### src/rtl/tick_uart_tx_if.sv
// tick_uart_tx_if: valid/ready word channel feeding the tick-paced UART transmitter
interface tick_uart_tx_if #(
  parameter int DATA_W = 8
);
  logic [DATA_W-1:0] tx_data;
  logic              tx_valid;
  logic              tx_ready;
  modport master (output tx_data, output tx_valid, input tx_ready);
  modport slave  (input tx_data, input tx_valid, output tx_ready);
endinterface

### src/rtl/tick_uart_tx.sv
// tick_uart_tx: tick-paced UART transmitter, LSB-first, optional parity, 1 or 2 stop bits
module tick_uart_tx #(
  parameter int DATA_W     = 8,
  parameter int PARITY_EN  = 0,
  parameter int PARITY_ODD = 0,
  parameter int STOP_BITS  = 1
) (
  input  logic          sys_clk,
  input  logic          sys_rst_n,
  input  logic          tick,
  tick_uart_tx_if.slave bus,
  output logic          tx,
  output logic          tx_busy
);
  localparam int CW = $clog2(DATA_W);
  localparam logic [CW-1:0] LAST_BIT = CW'(DATA_W - 1);
  localparam logic LAST_STOP = 1'(STOP_BITS - 1);
  localparam logic ODD = PARITY_ODD != 0;
  localparam logic HAS_PAR = PARITY_EN != 0;
  typedef enum logic [2:0] {IDLE, ARM, START, DATA, PARITY, STOP} state_t;
  state_t state, state_nx;
  logic [DATA_W-1:0] sr, sr_nx;
  logic [CW-1:0] bit_cnt, bit_cnt_nx;
  logic stop_cnt, stop_cnt_nx;
  logic par, par_nx;
  logic tx_nx;
  // state, shift register, counters and the registered line
  always_ff @(posedge sys_clk or negedge sys_rst_n) begin
    if (!sys_rst_n) begin
      state    <= IDLE;
      sr       <= '0;
      bit_cnt  <= '0;
      stop_cnt <= 1'b0;
      par      <= 1'b0;
      tx       <= 1'b1;
    end else begin
      state    <= state_nx;
      sr       <= sr_nx;
      bit_cnt  <= bit_cnt_nx;
      stop_cnt <= stop_cnt_nx;
      par      <= par_nx;
      tx       <= tx_nx;
    end
  end
  // frame sequencing; parity is taken from the still-unshifted word while arming
  always_comb begin
    state_nx    = state;
    sr_nx       = sr;
    bit_cnt_nx  = bit_cnt;
    stop_cnt_nx = stop_cnt;
    par_nx      = par;
    tx_nx       = tx;
    case (state)
      IDLE: begin
        tx_nx = 1'b1;
        if (bus.tx_valid) begin
          sr_nx    = bus.tx_data;
          state_nx = ARM;
        end
      end
      ARM: if (tick) begin
        tx_nx    = 1'b0;
        par_nx   = (^sr) ^ ODD;
        state_nx = START;
      end
      START: if (tick) begin
        tx_nx      = sr[0];
        bit_cnt_nx = '0;
        state_nx   = DATA;
      end
      DATA: if (tick) begin
        if (bit_cnt != LAST_BIT) begin
          sr_nx      = sr >> 1;
          tx_nx      = sr[1];
          bit_cnt_nx = bit_cnt + CW'(1);
        end else if (HAS_PAR) begin
          tx_nx    = par;
          state_nx = PARITY;
        end else begin
          tx_nx       = 1'b1;
          stop_cnt_nx = 1'b0;
          state_nx    = STOP;
        end
      end
      PARITY: if (tick) begin
        tx_nx       = 1'b1;
        stop_cnt_nx = 1'b0;
        state_nx    = STOP;
      end
      STOP: if (tick) begin
        state_nx    = stop_cnt == LAST_STOP ? IDLE : STOP;
        stop_cnt_nx = stop_cnt == LAST_STOP ? stop_cnt : 1'b1;
      end
      default: state_nx = IDLE;
    endcase
  end
  assign bus.tx_ready = state == IDLE;
  assign tx_busy      = state != IDLE;
endmodule
### src/flat_wrapper.sv
// flat-port wrapper written by rule: the top's interface ports become plain ports
module tick_uart_tx_flat 
#(
  parameter int DATA_W     = 8,
  parameter int PARITY_EN  = 0,
  parameter int PARITY_ODD = 0,
  parameter int STOP_BITS  = 1
)
  (sys_clk, sys_rst_n, tick, tx, tx_busy, bus_tx_data, bus_tx_valid, bus_tx_ready);
  tick_uart_tx_if #(.DATA_W(DATA_W)) bus_i ();
  input  logic sys_clk;
  input  logic sys_rst_n;
  input  logic tick;
  output logic tx;
  output logic tx_busy;
  input wire logic [$bits(bus_i.tx_data)-1:0] bus_tx_data;
  input wire logic [$bits(bus_i.tx_valid)-1:0] bus_tx_valid;
  output wire logic [$bits(bus_i.tx_ready)-1:0] bus_tx_ready;
  assign bus_i.tx_data = bus_tx_data;
  assign bus_i.tx_valid = bus_tx_valid;
  assign bus_tx_ready = bus_i.tx_ready;
  tick_uart_tx #(.DATA_W(DATA_W), .PARITY_EN(PARITY_EN), .PARITY_ODD(PARITY_ODD), .STOP_BITS(STOP_BITS)) u_core (.sys_clk(sys_clk), .sys_rst_n(sys_rst_n), .tick(tick), .bus(bus_i), .tx(tx), .tx_busy(tx_busy));
endmodule
### config.mk
export PLATFORM = sky130hd
export DESIGN_NAME = tick_uart_tx_flat
export DESIGN_NICKNAME = d
export VERILOG_FILES = /design/src/rtl/tick_uart_tx_if.sv /design/src/rtl/tick_uart_tx.sv /design/src/flat_wrapper.sv
export SDC_FILE = /design/constraint.sdc
export NUM_CORES = 1
export LEC_CHECK = 0
export BUFFER_PORTS_ARGS = -buffer_cell sky130_fd_sc_hd__buf_2
export CAP_MARGIN = 20
export CORE_ASPECT_RATIO = 0.8
export CORE_MARGIN = 8
export CORE_UTILIZATION = 45
export CTS_BUF_LIST = sky130_fd_sc_hd__clkbuf_8
export CTS_CLUSTER_SIZE = 12
export DETAILED_ROUTE_END_ITERATION = 10
export PLACE_DENSITY = 0.67
export SLEW_MARGIN = 10
export SYNTH_ARGS = -nofsm -noshare
export SYNTH_HDL_FRONTEND = slang
export SYNTH_SLANG_ARGS = --single-unit
### constraint.sdc
create_clock -name sys_clk -period 2.6 [get_ports sys_clk]
set_input_delay 0.52 -clock sys_clk [delete_from_list [all_inputs] [get_ports sys_clk]]
set_output_delay 0.52 -clock sys_clk [all_outputs]
set_load 0.02 [all_outputs]
After elaboration in Yosys (flattened, before gate mapping)

Index checks and enable logic that the tools add are counted.

Bits of input ports: 12
Output and inout bits: 3
Flip-flop bits (word level): 16
Logic and storage cells: 59

Reduce and logical (&&, ||, !) cells: 11
Equal/unequal tests: 14
Mux-type cells: 28
Add/sub/neg operators: 1

Operators by type and width:

| operator                                                              | number |
|---|---|
| 3-bit two-way mux                                                     | 11 |
| 8-bit two-way mux                                                     | 3 |
| 3-bit case mux with 6 select lines                                    | 1 |
| 8-bit case mux with 2 select lines                                    | 1 |
| 2-bit != test, second input constant                                  | 7 |
| 5-bit AND reduction                                                   | 2 |
| 1-bit two-way mux                                                     | 9 |
| 4-bit AND reduction                                                   | 2 |
| 7-bit AND reduction                                                   | 1 |
| 3-bit by 2-bit equality test with 1-bit output, second input constant | 2 |
| 3-bit equality test, second input constant                            | 2 |
| 3-bit case mux with 2 select lines                                    | 1 |
| 3-bit nonzero test                                                    | 2 |
| 1-bit case mux with 5 select lines                                    | 1 |
| 5-bit nonzero test                                                    | 1 |
| 2-bit nonzero test                                                    | 2 |
| 3-bit by 1-bit adder with 3-bit output, second input constant         | 1 |
| 3-bit by 1-bit equality test with 1-bit output, second input constant | 1 |
| 3-bit logical NOT                                                     | 1 |
| 3-bit != test, second input constant                                  | 1 |
| 1-bit case mux with 3 select lines                                    | 1 |
| 2-bit by 1-bit != test with 1-bit output, second input constant       | 1 |

Depth between registers and ports, before layout

Depth in word-level cells: 4
Depth in mapped cells: 5
Gate-level depth less buffers: 5

Worst setup path after synthesis

OpenSTA, ideal clock, no wires.

Path kind: reg2reg
Start: register u_core.bit_cnt[0]
End: register u_core.sr[0]
Path slack: 0.816 ns
Setup time: 0.125 ns
Required time: 2.475 ns
Clock period less this slack: 1.784 ns
Cell stages (with the launch flop): 6
Data arrival time: 1.659 ns
Buffers on the path: 0
Cells stage by stage: dfrtp_1 -> ha_1 -> ha_1 -> nand4b_1 -> a21oi_4 -> mux2_2

Cells in the longest elaborated chain, start to end: 3

RTL lines:

| what                                                      | RTL line           | source |
|---|---|---|
| from (decl)                                               | tick_uart_tx.sv:23 | `logic [CW-1:0] bit_cnt, bit_cnt_nx;` |
| from (signal assigned)                                    | tick_uart_tx.sv:39 | `bit_cnt <= bit_cnt_nx;` |
| 3-bit != test                                             | tick_uart_tx.sv:72 | `if (bit_cnt != LAST_BIT) begin` |
| 2-bit by 1-bit != test with 1-bit output (no source line) | -                  |  |
| 4-bit AND reduction (no source line)                      | -                  |  |
| to (signal assigned)                                      | tick_uart_tx.sv:38 | `sr <= sr_nx;` |
| to (decl)                                                 | tick_uart_tx.sv:22 | `logic [DATA_W-1:0] sr, sr_nx;` |

Every way passes these cells.
A chain may end at the register's enable or synchronous reset.

Final worst setup path

Start: register u_core.bit_cnt[0]
End: register u_core.sr[3]

Same word-level chain as after synthesis.

==> flow_metrics.env <==
export IMPL_outcome="complete, no violations"
export IMPL_fillers=177
export IMPL_cts_tree="yes"
export IMPL_synth_xor_area_share_pct=0
export IMPL_synth_area_per_cell_um2=11.1
export IMPL_required_ns=2.72
export IMPL_slew_headroom_pct=72.4
export IMPL_synth_seq_cells=15
export IMPL_tns_ns=0
export IMPL_drc_errors=0
export IMPL_peakVddDrop_mv=0.608
export IMPL_p_leak_nw=0.455
export IMPL_end_kind="flip-flop"
export IMPL_gr_total_overflow=0
export IMPL_drtPass1Iterations=4
export IMPL_clockBufferDepth=2
export IMPL_cts_sinks=15
export IMPL_syn2layout_area_growth_pct=14.3
export IMPL_path_clk_slew_ns=0.06
export IMPL_numCtsBuffers=3
export IMPL_period_share_pct=75.5
export IMPL_max_clock_freq_ghz=0.510
export IMPL_ys_async_sr_fraction_pct=100
export IMPL_dpl_hpwl_um=1130
export IMPL_rsz0062_at_grt="false"
export IMPL_initial_core_util_pct=46.5
export IMPL_root_buffer="clkbuf_8"
export IMPL_ctsResizeCount=0
export IMPL_worst_pin_slew_ns=0.414
export IMPL_rr_worst_depth=5
export IMPL_io_buffers=14
export IMPL_via_per_inst=5.16
export IMPL_p_int_w=0.000684
export IMPL_netSwitchingPower_w=0.000333
export IMPL_maxCapViolCount=0
export IMPL_fin_nets=105
export IMPL_ys_seq_area_share_pct=44.5
export IMPL_synthSimpleGateAreaFrac_pct=14.6
export IMPL_worstHoldPathType="in2async"
export IMPL_hold_buffers=0
export IMPL_num_rows=14
export IMPL_insertion_delay_ns=0.24
export IMPL_ant_nets=0
export IMPL_grt_pass1_vias=627
export IMPL_io_pins=15
export IMPL_grt_first_pass_wirelength_um=2810
export IMPL_postCtsSetupRepairBufs=0
export IMPL_seq_power_share_pct=40.5
export IMPL_diodes=0
export IMPL_layout_common_cells="mux2_2 (14), buf_2 (14), dfrtp_1 (14)"
export IMPL_grt_usage_pct=10.1
export IMPL_skew_ns=0.000390
export IMPL_ys_flop_type="dfrtp_1"
export IMPL_crit_type="reg2reg"
export IMPL_synth_nets=90
export IMPL_crit_path_max_fanout=9
export IMPL_combPwrFrac_pct=41.7
export IMPL_grt_max_degree=16
export IMPL_antenna_found_initial=0
export IMPL_synth_top_family_by_area="multiplexers"
export IMPL_slew_viol_final=0
export IMPL_finalHoldViolCount=0
export IMPL_hold_slack_ns=0.175
export IMPL_synth_compound_area_share_pct=11.7
export IMPL_synth_edff_count=0
export IMPL_period_minus_slack_ns=1.96
export IMPL_die_w_um=64.5
export IMPL_drt_iter0_markers=10
export IMPL_synthMuxAreaShare_pct=19.8
export IMPL_p_per_area_nw_per_um2=1050
export IMPL_crit_arrival_ns=2.09
export IMPL_wl_um=1530
export IMPL_synth_cells=76
export IMPL_syn_area_um2=847
export IMPL_die_area_um2=3540
export IMPL_post_drt_wl_per_cell_um=13.4
export IMPL_p_sw_share_pct=32.7
export IMPL_core_region_area_um2=1820
export IMPL_htree_levels=1
export IMPL_p_clk_share_pct=17.7
export IMPL_drive_gt1_share_pct=38.9
export IMPL_start_kind="flip-flop"
export IMPL_setup_viol=0
export IMPL_vias=588
export IMPL_ys_warn_count=0
export IMPL_synthAdderAreaFrac_pct=5.32
export IMPL_synth_cell_types=30
export IMPL_die_h_um=54.8
export IMPL_gp_congestion=0.741
==> power by group through the flow <==
stage / Combinational, W / Sequential, W / Clock, W
finish: 0.000424 / 0.000412 / 0.000180
global route: 0.000477 / 0.000430 / 0.000199
CTS: 0.000430 / 0.000412 / 0.000187
detailed placement: 0.000426 / 0.000417 / 0
global placement: 0.000414 / 0.000413 / 0
floorplan: 0.000368 / 0.000389 / 0
==> cells by family after synthesis <==
kind of cell	count (synthesis)
DFF	15
muxes	15
AOI/OAI and AO/OA	13
buffers and inverters	7
and+or+nand+nor	22
adders and majority gates	4
==> layer usage <==
layer,global-route usage (%),up-vias,routed length [µm]
met3,3.07,2,54
met5,0,-,0
met4,3.25,0,10
met2,15.7,7,667
met1,13.4,281,795
li1,-,298,-
==> synthesized netlist by cell type (all sizes together) (2+ instances only) <==
| cell type | n | area [µm²] |
|---|---|---|
| nand3b | 3 | 26.3 |
| buf | 2 | 16.3 |
| inv | 3 | 11.3 |
| clkbuf | 2 | 7.51 |
| o21ai | 3 | 15.0 |
| dfrtp | 14 | 350 |
| nor2 | 3 | 11.3 |
| nand2b | 2 | 12.5 |
| a21oi | 3 | 26.3 |
| nand2 | 7 | 26.3 |
| a22o | 3 | 26.3 |
| ha | 2 | 25.0 |
| maj3 | 2 | 20.0 |
| mux2 | 14 | 158 |
==> worst max-delay path, stage by stage, from the launching register on <==
cell and delay [ns]:
dfrtp_1 0.40, ha_1 0.21, ha_1 0.27, nand4b_1 0.26, a21oi_4 0.32, mux2_2 0.38
==> worst paths after layout <==
check | startpoint | to | slack, ns
min reg2reg | u_core.sr[5]$_DFFE_PN0P_ | u_core.sr[5]$_DFFE_PN0P_ | 0.51
min | sys_rst_n | u_core.bit_cnt[2]$_DFFE_PN0P_ | 0.18
min in group sys_clk | u_core.sr[5]$_DFFE_PN0P_ | u_core.sr[5]$_DFFE_PN0P_ | 0.51
max in group asynchronous | sys_rst_n | u_core.tx$_DFFE_PN1P_ | 2.13
max | u_core.bit_cnt[0]$_DFFE_PN0P_ | u_core.sr[3]$_DFFE_PN0P_ | 0.64
max reg2reg | u_core.bit_cnt[0]$_DFFE_PN0P_ | u_core.sr[3]$_DFFE_PN0P_ | 0.64
==> through the flow <==
stage                     total power (W)  util, %  instances  setup slack [ns]  cell area, µm²
after global routing              0.00111     53.2        114             0.533             968
after detailed placement         0.000843     50.7        110             0.632             923
after global placement           0.000827     50.7        110             0.716             923
final                             0.00102     53.2        114             0.638             968
after CTS                         0.00103     53.2        114             0.632             968
after floorplan                  0.000757        -         76             0.816             847
==> cell type report <==
type	instances	area, µm²	share of cell area (%)
Clock inverter	1	3.75	0.388
Timing Repair Buffer	14	70.1	7.24
Inverter	3	11.3	1.16
Clock buffer	3	41.3	4.26
Multi-Input combinational cell	54	435	45.0
Tap cell	24	30.0	3.10
Sequential cell	15	377	38.9
==> sequential cells by signal (all words and copies together) (netlist names) <==
register        cells
u_core.sr           8
u_core.tx           1
u_core.state        3
u_core.bit_cnt      3
(Power assumes the default switching activity.)
